==> src/rtl/inst_fetch_pkg.sv <==
// Shared definitions for the instruction fetch unit.
//   - Default geometry of the instruction cache (line count, significant address bits).
//   - Fetch FSM state encoding.
//   - Small helper used when deciding whether a new lookup may be consumed.
package inst_fetch_pkg;

    // Direct-mapped, one 32-bit word per line.
    localparam int unsigned ICACHE_LINES_DEF = 16;
    // Byte-address bits actually decoded by the memory bus (17:0).
    localparam int unsigned ADDR_W_DEF       = 18;

    typedef enum logic [0:0] {
        StIdle, // lookup in progress every cycle the output slot is free
        StMiss  // memory read outstanding, request held stable
    } fetch_state_e;

    // The output register can take a new instruction when it is empty or
    // when its current contents are being accepted this cycle.
    function automatic logic slot_free(input logic valid, input logic ready);
        return !valid || ready;
    endfunction

endpackage

==> src/rtl/inst_fetch_icache_ram.sv <==
// Instruction cache storage: data and tag arrays for a direct-mapped cache of
// one-word lines. Combinational read, single synchronous write port. Valid bits
// are kept by the owner so that they can be cleared by reset; these arrays are
// never reset.
//
// Ports:
//   clk      in   write clock
//   wr_en    in   write strobe (line fill)
//   wr_idx   in   line index to write
//   wr_tag   in   tag stored with the line
//   wr_data  in   instruction word stored in the line
//   rd_idx   in   line index to read
//   rd_tag   out  tag of the addressed line
//   rd_data  out  data of the addressed line
module inst_fetch_icache_ram #(
    parameter int unsigned LINES = 16,
    parameter int unsigned IDX_W = 4,
    parameter int unsigned TAG_W = 12
) (
    input  logic             clk,
    input  logic             wr_en,
    input  logic [IDX_W-1:0] wr_idx,
    input  logic [TAG_W-1:0] wr_tag,
    input  logic [31:0]      wr_data,
    input  logic [IDX_W-1:0] rd_idx,
    output logic [TAG_W-1:0] rd_tag,
    output logic [31:0]      rd_data
);

    logic [31:0]      data_mem [LINES];
    logic [TAG_W-1:0] tag_mem  [LINES];

    always_ff @(posedge clk) begin
        if (wr_en) begin
            data_mem[wr_idx] <= wr_data;
            tag_mem[wr_idx]  <= wr_tag;
        end
    end

    assign rd_data = data_mem[rd_idx];
    assign rd_tag  = tag_mem[rd_idx];

endmodule

==> src/rtl/inst_fetch.sv <==
// Instruction fetch unit with a small direct-mapped instruction cache.
// Looks up the current PC every cycle the output slot is free; a hit presents
// the instruction on the next edge (one instruction per cycle), a miss issues a
// single held read request to the memory controller and refills the line.
// A redirect (flush/jump) restarts fetch at a new PC and discards any
// in-flight fill. rdy low freezes all state.
//
// Ports:
//   clk           in   system clock, rising edge
//   rst           in   asynchronous active-low reset
//   rdy           in   global ready; low freezes everything
//   redirect_flg  in   flush / jump request
//   redirect_pc   in   new fetch PC, valid with redirect_flg
//   mem_req       out  instruction read request to memory controller
//   mem_addr      out  address of the request
//   mem_done      in   one-cycle pulse, mem_data valid
//   mem_data      in   returned instruction word
//   out_valid     out  out_inst/out_pc hold a fetched instruction
//   out_ready     in   downstream accepts when out_valid is high
//   out_inst      out  fetched instruction
//   out_pc        out  PC of out_inst
module inst_fetch
    import inst_fetch_pkg::*;
#(
    parameter int unsigned ICACHE_LINES = ICACHE_LINES_DEF,
    parameter int unsigned ADDR_W       = ADDR_W_DEF
) (
    input  logic        clk,
    input  logic        rst,
    input  logic        rdy,
    input  logic        redirect_flg,
    input  logic [31:0] redirect_pc,
    output logic        mem_req,
    output logic [31:0] mem_addr,
    input  logic        mem_done,
    input  logic [31:0] mem_data,
    output logic        out_valid,
    input  logic        out_ready,
    output logic [31:0] out_inst,
    output logic [31:0] out_pc
);

    localparam int unsigned IDX_W = $clog2(ICACHE_LINES);
    localparam int unsigned TAG_W = ADDR_W - IDX_W - 2;

    fetch_state_e            state_q;
    logic [31:0]             pc_q;
    logic [ICACHE_LINES-1:0] valid_q;
    logic                    out_valid_q;
    logic [31:0]             out_inst_q;
    logic [31:0]             out_pc_q;
    logic                    mem_req_q;
    logic [31:0]             mem_addr_q;

    logic [IDX_W-1:0] idx;
    logic [TAG_W-1:0] tag;
    logic [TAG_W-1:0] rd_tag;
    logic [31:0]      rd_data;
    logic             hit;
    logic             free;
    logic             fill_en;

    // PCs are word aligned; the low bits of a redirect target are dropped.
    logic unused_redirect_lsbs;
    assign unused_redirect_lsbs = ^redirect_pc[1:0];

    assign idx  = pc_q[IDX_W+1:2];
    assign tag  = pc_q[ADDR_W-1:IDX_W+2];
    assign hit  = valid_q[idx] && (rd_tag == tag);
    assign free = slot_free(out_valid_q, out_ready);

    // pc_q is held while a miss is outstanding, so it still indexes the line
    // being refilled. A coincident redirect wins and the fill is dropped.
    assign fill_en = rdy && !redirect_flg && (state_q == StMiss) && mem_done;

    inst_fetch_icache_ram #(
        .LINES (ICACHE_LINES),
        .IDX_W (IDX_W),
        .TAG_W (TAG_W)
    ) u_icache_ram (
        .clk     (clk),
        .wr_en   (fill_en),
        .wr_idx  (idx),
        .wr_tag  (tag),
        .wr_data (mem_data),
        .rd_idx  (idx),
        .rd_tag  (rd_tag),
        .rd_data (rd_data)
    );

    always_ff @(posedge clk or negedge rst) begin
        if (!rst) begin
            state_q     <= StIdle;
            pc_q        <= '0;
            valid_q     <= '0;
            out_valid_q <= 1'b0;
            out_inst_q  <= '0;
            out_pc_q    <= '0;
            mem_req_q   <= 1'b0;
            mem_addr_q  <= '0;
        end else if (rdy) begin
            if (redirect_flg) begin
                // Overrides hit, miss, acceptance and fill completion alike.
                pc_q        <= {redirect_pc[31:2], 2'b00};
                out_valid_q <= 1'b0;
                mem_req_q   <= 1'b0;
                state_q     <= StIdle;
            end else begin
                case (state_q)
                    StIdle: begin
                        // An occupied, unaccepted slot blocks the lookup; pc holds.
                        if (free) begin
                            if (hit) begin
                                out_valid_q <= 1'b1;
                                out_inst_q  <= rd_data;
                                out_pc_q    <= pc_q;
                                pc_q        <= pc_q + 32'd4;
                            end else begin
                                out_valid_q <= 1'b0;
                                mem_req_q   <= 1'b1;
                                mem_addr_q  <= pc_q;
                                state_q     <= StMiss;
                            end
                        end
                    end
                    StMiss: begin
                        if (out_valid_q && out_ready) begin
                            out_valid_q <= 1'b0;
                        end
                        if (mem_done) begin
                            // Data/tag written by the RAM; the next lookup hits.
                            valid_q[idx] <= 1'b1;
                            mem_req_q    <= 1'b0;
                            state_q      <= StIdle;
                        end
                    end
                    default: state_q <= StIdle;
                endcase
            end
        end
    end

    assign mem_req   = mem_req_q;
    assign mem_addr  = mem_addr_q;
    assign out_valid = out_valid_q;
    assign out_inst  = out_inst_q;
    assign out_pc    = out_pc_q;

endmodule

==> config.mk <==
export PLATFORM = sky130hd
export DESIGN_NAME = inst_fetch
export DESIGN_NICKNAME = d
export VERILOG_FILES = /design/src/rtl/inst_fetch_pkg.sv /design/src/rtl/inst_fetch_icache_ram.sv /design/src/rtl/inst_fetch.sv
export SDC_FILE = /design/constraint.sdc
export NUM_CORES = 1
export LEC_CHECK = 0
export BUFFER_PORTS_ARGS = -buffer_cell sky130_fd_sc_hd__buf_2
export CAP_MARGIN = 20
export CORE_MARGIN = 1.5
export CORE_UTILIZATION = 35
export DETAILED_ROUTE_END_ITERATION = 12
export PLACE_DENSITY_LB_ADDON = 0.05
export REMOVE_ABC_BUFFERS = 1
export SLEW_MARGIN = 0
export SYNTH_ARGS = -nofsm -noshare
export SYNTH_HDL_FRONTEND = slang
export SYNTH_SLANG_ARGS = --single-unit
==> constraint.sdc <==
create_clock -name clk -period 12 [get_ports clk]
set_clock_uncertainty 0.05 [all_clocks]
set_input_delay 0.6 -clock clk [delete_from_list [all_inputs] [get_ports clk]]
set_output_delay 0.6 -clock clk [all_outputs]
set_load 0.005 [all_outputs]
==> impl_metrics.json <==
{
  "status": "finished clean",
  "start_kind": "flip-flop",
  "hold_viol": 0,
  "grt-ovfl-total": 0,
  "cts_hold_buf": 1,
  "drv_slew": 0,
  "ioPinCount": 168,
  "die-area_um2": 97800,
  "fillers": 8632,
  "initial_utilization_pct": 35.3,
  "multi_input_area_um2": 8400,
  "p_leak_nw": 13.7,
  "power_mw": 7.23,
  "internal-power_mw": 5.46,
  "switching_share_pct": 24.5,
  "holdPathStages": 3,
  "gp_congestion": 0.759,
  "post-cts-setup-buffers": 0,
  "worstMarginPinSlew_ns": 1.08,
  "syn2layout_area_growth_pct": 16.4,
  "die_x_um": 313,
  "synth_enable_flop_cells": 704,
  "vias_per_cell": 5.18,
  "grt_usage_pct": 18.1,
  "p_comb_share_pct": 13.0,
  "cp_max_fo": 121,
  "grt_max_degree": 122,
  "grt_pass1_vias": 18300,
  "cts_root_buf": "clkbuf_16",
  "wire_per_inst_um": 26.4,
  "hold_slack_ns": 0.128,
  "finalWirelength_mm": 87.6,
  "vias": 17200,
  "rows": 113,
  "path_class": "reg2reg",
  "clkSinkCount": 845,
  "power_density_nw_per_um2": 185,
  "regArea_um2": 24700,
  "place_hpwl_mm": 46.5,
  "slew_headroom_pct": 27.8,
  "hold_class": "in2reg",
  "n_antenna_cell": 0,
  "synth_cells": 1781,
  "min_period_ns": 5.99,
  "ys_ff_latch": 845,
  "synth_top_flop_cell": "edfxtp_1",
  "yosys_warnings": 0,
  "clk_latency_ns": 0.66,
  "die_y_um": 313,
  "antenna_found_initial": 4,
  "dr.first_iter.drc_count": 1290,
  "pwr-share-clk_pct": 40.2,
  "syn_area_per_cell_um2": 18.8,
  "drc_errors": 0,
  "synth_area_um2": 33600,
  "grt_pass1_wl_mm": 129,
  "crit_path_end_kind": "flip-flop",
  "post-route-period-util_pct": 50.0,
  "post-place-cells": 3143,
  "ff2ff_path_depth": 12,
  "ys_types": 73,
  "clock_tree.htree_level_count": 3,
  "cts_resized": 0,
  "arrival_ns": 6.48,
  "dr.pass1.iters": 5,
  "setup_viol": 0,
  "cp.required_ns": 12.49,
  "clockBufferDepth": 3,
  "ant_nets": 0,
  "path_clk_slew_ns": 0.06,
  "io_buffers": 161,
  "async_flop_share_pct": 16.7,
  "seq_power_share_pct": 46.8,
  "ys_seq_area_share_pct": 73.5,
  "fmax_mhz": 167,
  "final_cells": 3323,
  "maxCapViolations": 0,
  "rsz0062_at_grt": "false",
  "drive_gt1_share_pct": 30.3,
  "coreArea_um2": 95000,
  "nNetsFinal": 2050,
  "numCtsBuffers": 95,
  "p_sw_mw": 1.77,
  "tritoncts": "built",
  "worst_ir_drop_vdd_mv": 0.105
}
## path summary, 6_finish.rpt
kind                                  from           end  slack [ns]
setup reg to reg                   pc_q[2]      pc_q[31]        6.01
max in group asynchronous              rst  out_inst[29]        9.84
hold / removal             redirect_pc[20]      pc_q[20]        0.13
hold reg to reg                out_inst[4]   out_inst[4]        0.41
min in group asynchronous              rst   mem_addr[5]        0.54
setup / recovery                   pc_q[2]      pc_q[31]        6.01
## per-stage QoR
step | instance area, um^2 | TNS (ns) | setup slack (ns) | util (%)
3_3_place_gp | 35900 | 0 | 5.69 | 37.8
2_1_floorplan | 33000 | -4.17 | -0.493 | -
4_1_cts | 39100 | 0 | 5.64 | 41.1
5_1_grt | 39100 | 0 | 5.46 | 41.1
6_report | 39100 | 0 | 6.01 | 41.1
3_5_place_dp | 35900 | 0 | 5.65 | 37.8
## kinds of logic (layout without fill, tap and decap cells)
family                     Yosys count  after routing  synth area share, %
AOI/OAI and AO/OA                  169            169                 3.58
xor gates and xnor gates             3              3               0.0783
adders and majority gates            4              4                0.149
buffers and inverters              132            406                 1.88
DFF                                845            845                 73.5
muxes                              292            292                 16.1
other                                1              4               0.0112
and+or+nand+nor                    335            335                 4.70
## placed cells by master (no fill, tap or decap), types with 6 or more instances in the layout
cell       netlist  routed
edfxtp_1       704     704
mux4_2         185     185
buf_2           18     160
nand2_1        158     158
dfrtp_1        141     138
clkbuf_16        0      97
mux2i_1         61      61
buf_4           13      41
a21oi_1         34      34
o21ai_0         33      33
nor2_1          46      31
mux2_4          29      29
clkbuf_1        60      29
nand3_1         24      24
inv_1           22      22
or2_2           18      18
nor2b_1         18      18
clkinv_2         0      17
mux2_2          17      17
nor3_1          16      16
nor2_4           0      15
clkbuf_8         0      15
a22oi_1         13      13
a22o_1           9       9
a211oi_1         8       8
clkinv_1         0       8
a221oi_1         7       7
o22a_1           7       7
bufinv_16        0       7
and3_1           7       6
nand4_1          6       6
## sequential cells by signal, summed over array words and instances (netlist names)
name / flops
u_icache_ram.data_mem: 512
u_icache_ram.tag_mem: 192
out_inst: 32
mem_addr: 30
out_pc: 30
pc_q: 30
valid_q: 16
mem_req: 1
out_valid: 1
state_q: 1
## power groups by stage
| stage | Sequential, mW | Clock [mW] | Combinational (mW) |
|---|---|---|---|
| 4_1_cts | 3.39 | 2.99 | 0.960 |
| 3_3_place_gp | 3.44 | 0 | 0.953 |
| 5_1_grt | 3.40 | 3.10 | 1.02 |
| 6_report | 3.39 | 2.91 | 0.937 |
| 2_1_floorplan | 3.50 | 0 | 0.647 |
| 3_5_place_dp | 3.45 | 0 | 0.957 |
## Yosys cell counts, drive strengths merged (23+ instances only)
master	n	area (um^2)
clkbuf	60	225
a21oi	34	170
mux2i	61	611
nand3	24	120
nor2	46	173
nand2	158	593
buf	49	318
mux2	46	627
inv	23	86.3
mux4	185	4170
dfrtp	141	3530
edfxtp	704	21100
o21ai	33	165
## layer usage
layer	wire length, um	GRT usage (%)	share of wire (%)	up-vias
met1	40300	25.4	46	9173
met2	42000	29.3	48	393
met3	3550	2.84	4.0	116
met5	51	0	0.058	-
li1	-	-	-	7527
met4	1690	4.82	1.9	8
## area by class of cell
class | instances | area share [%]
multi-input cells | 807 | 21.5
repair buffers | 204 | 2.94
clock inverters | 38 | 1.04
well taps | 1265 | 4.05
inverters | 23 | 0.224
flip-flops and latches | 845 | 63.2
clock buffers | 141 | 7.02
## worst max-delay path: stages, from the launching register on
cell     delay (ns)
dfrtp_4        0.64
buf_12         0.71
buf_4          0.83
mux4_2         0.60
mux2i_1        0.18
xor2_1         0.36
nand3_1        0.14
o21ai_0        0.15
and3_1         0.25
nand4_4        0.50
buf_4          0.60
or4_1          0.59
o211a_1        0.13
Note: power is estimated with default switching activity, not from simulation.
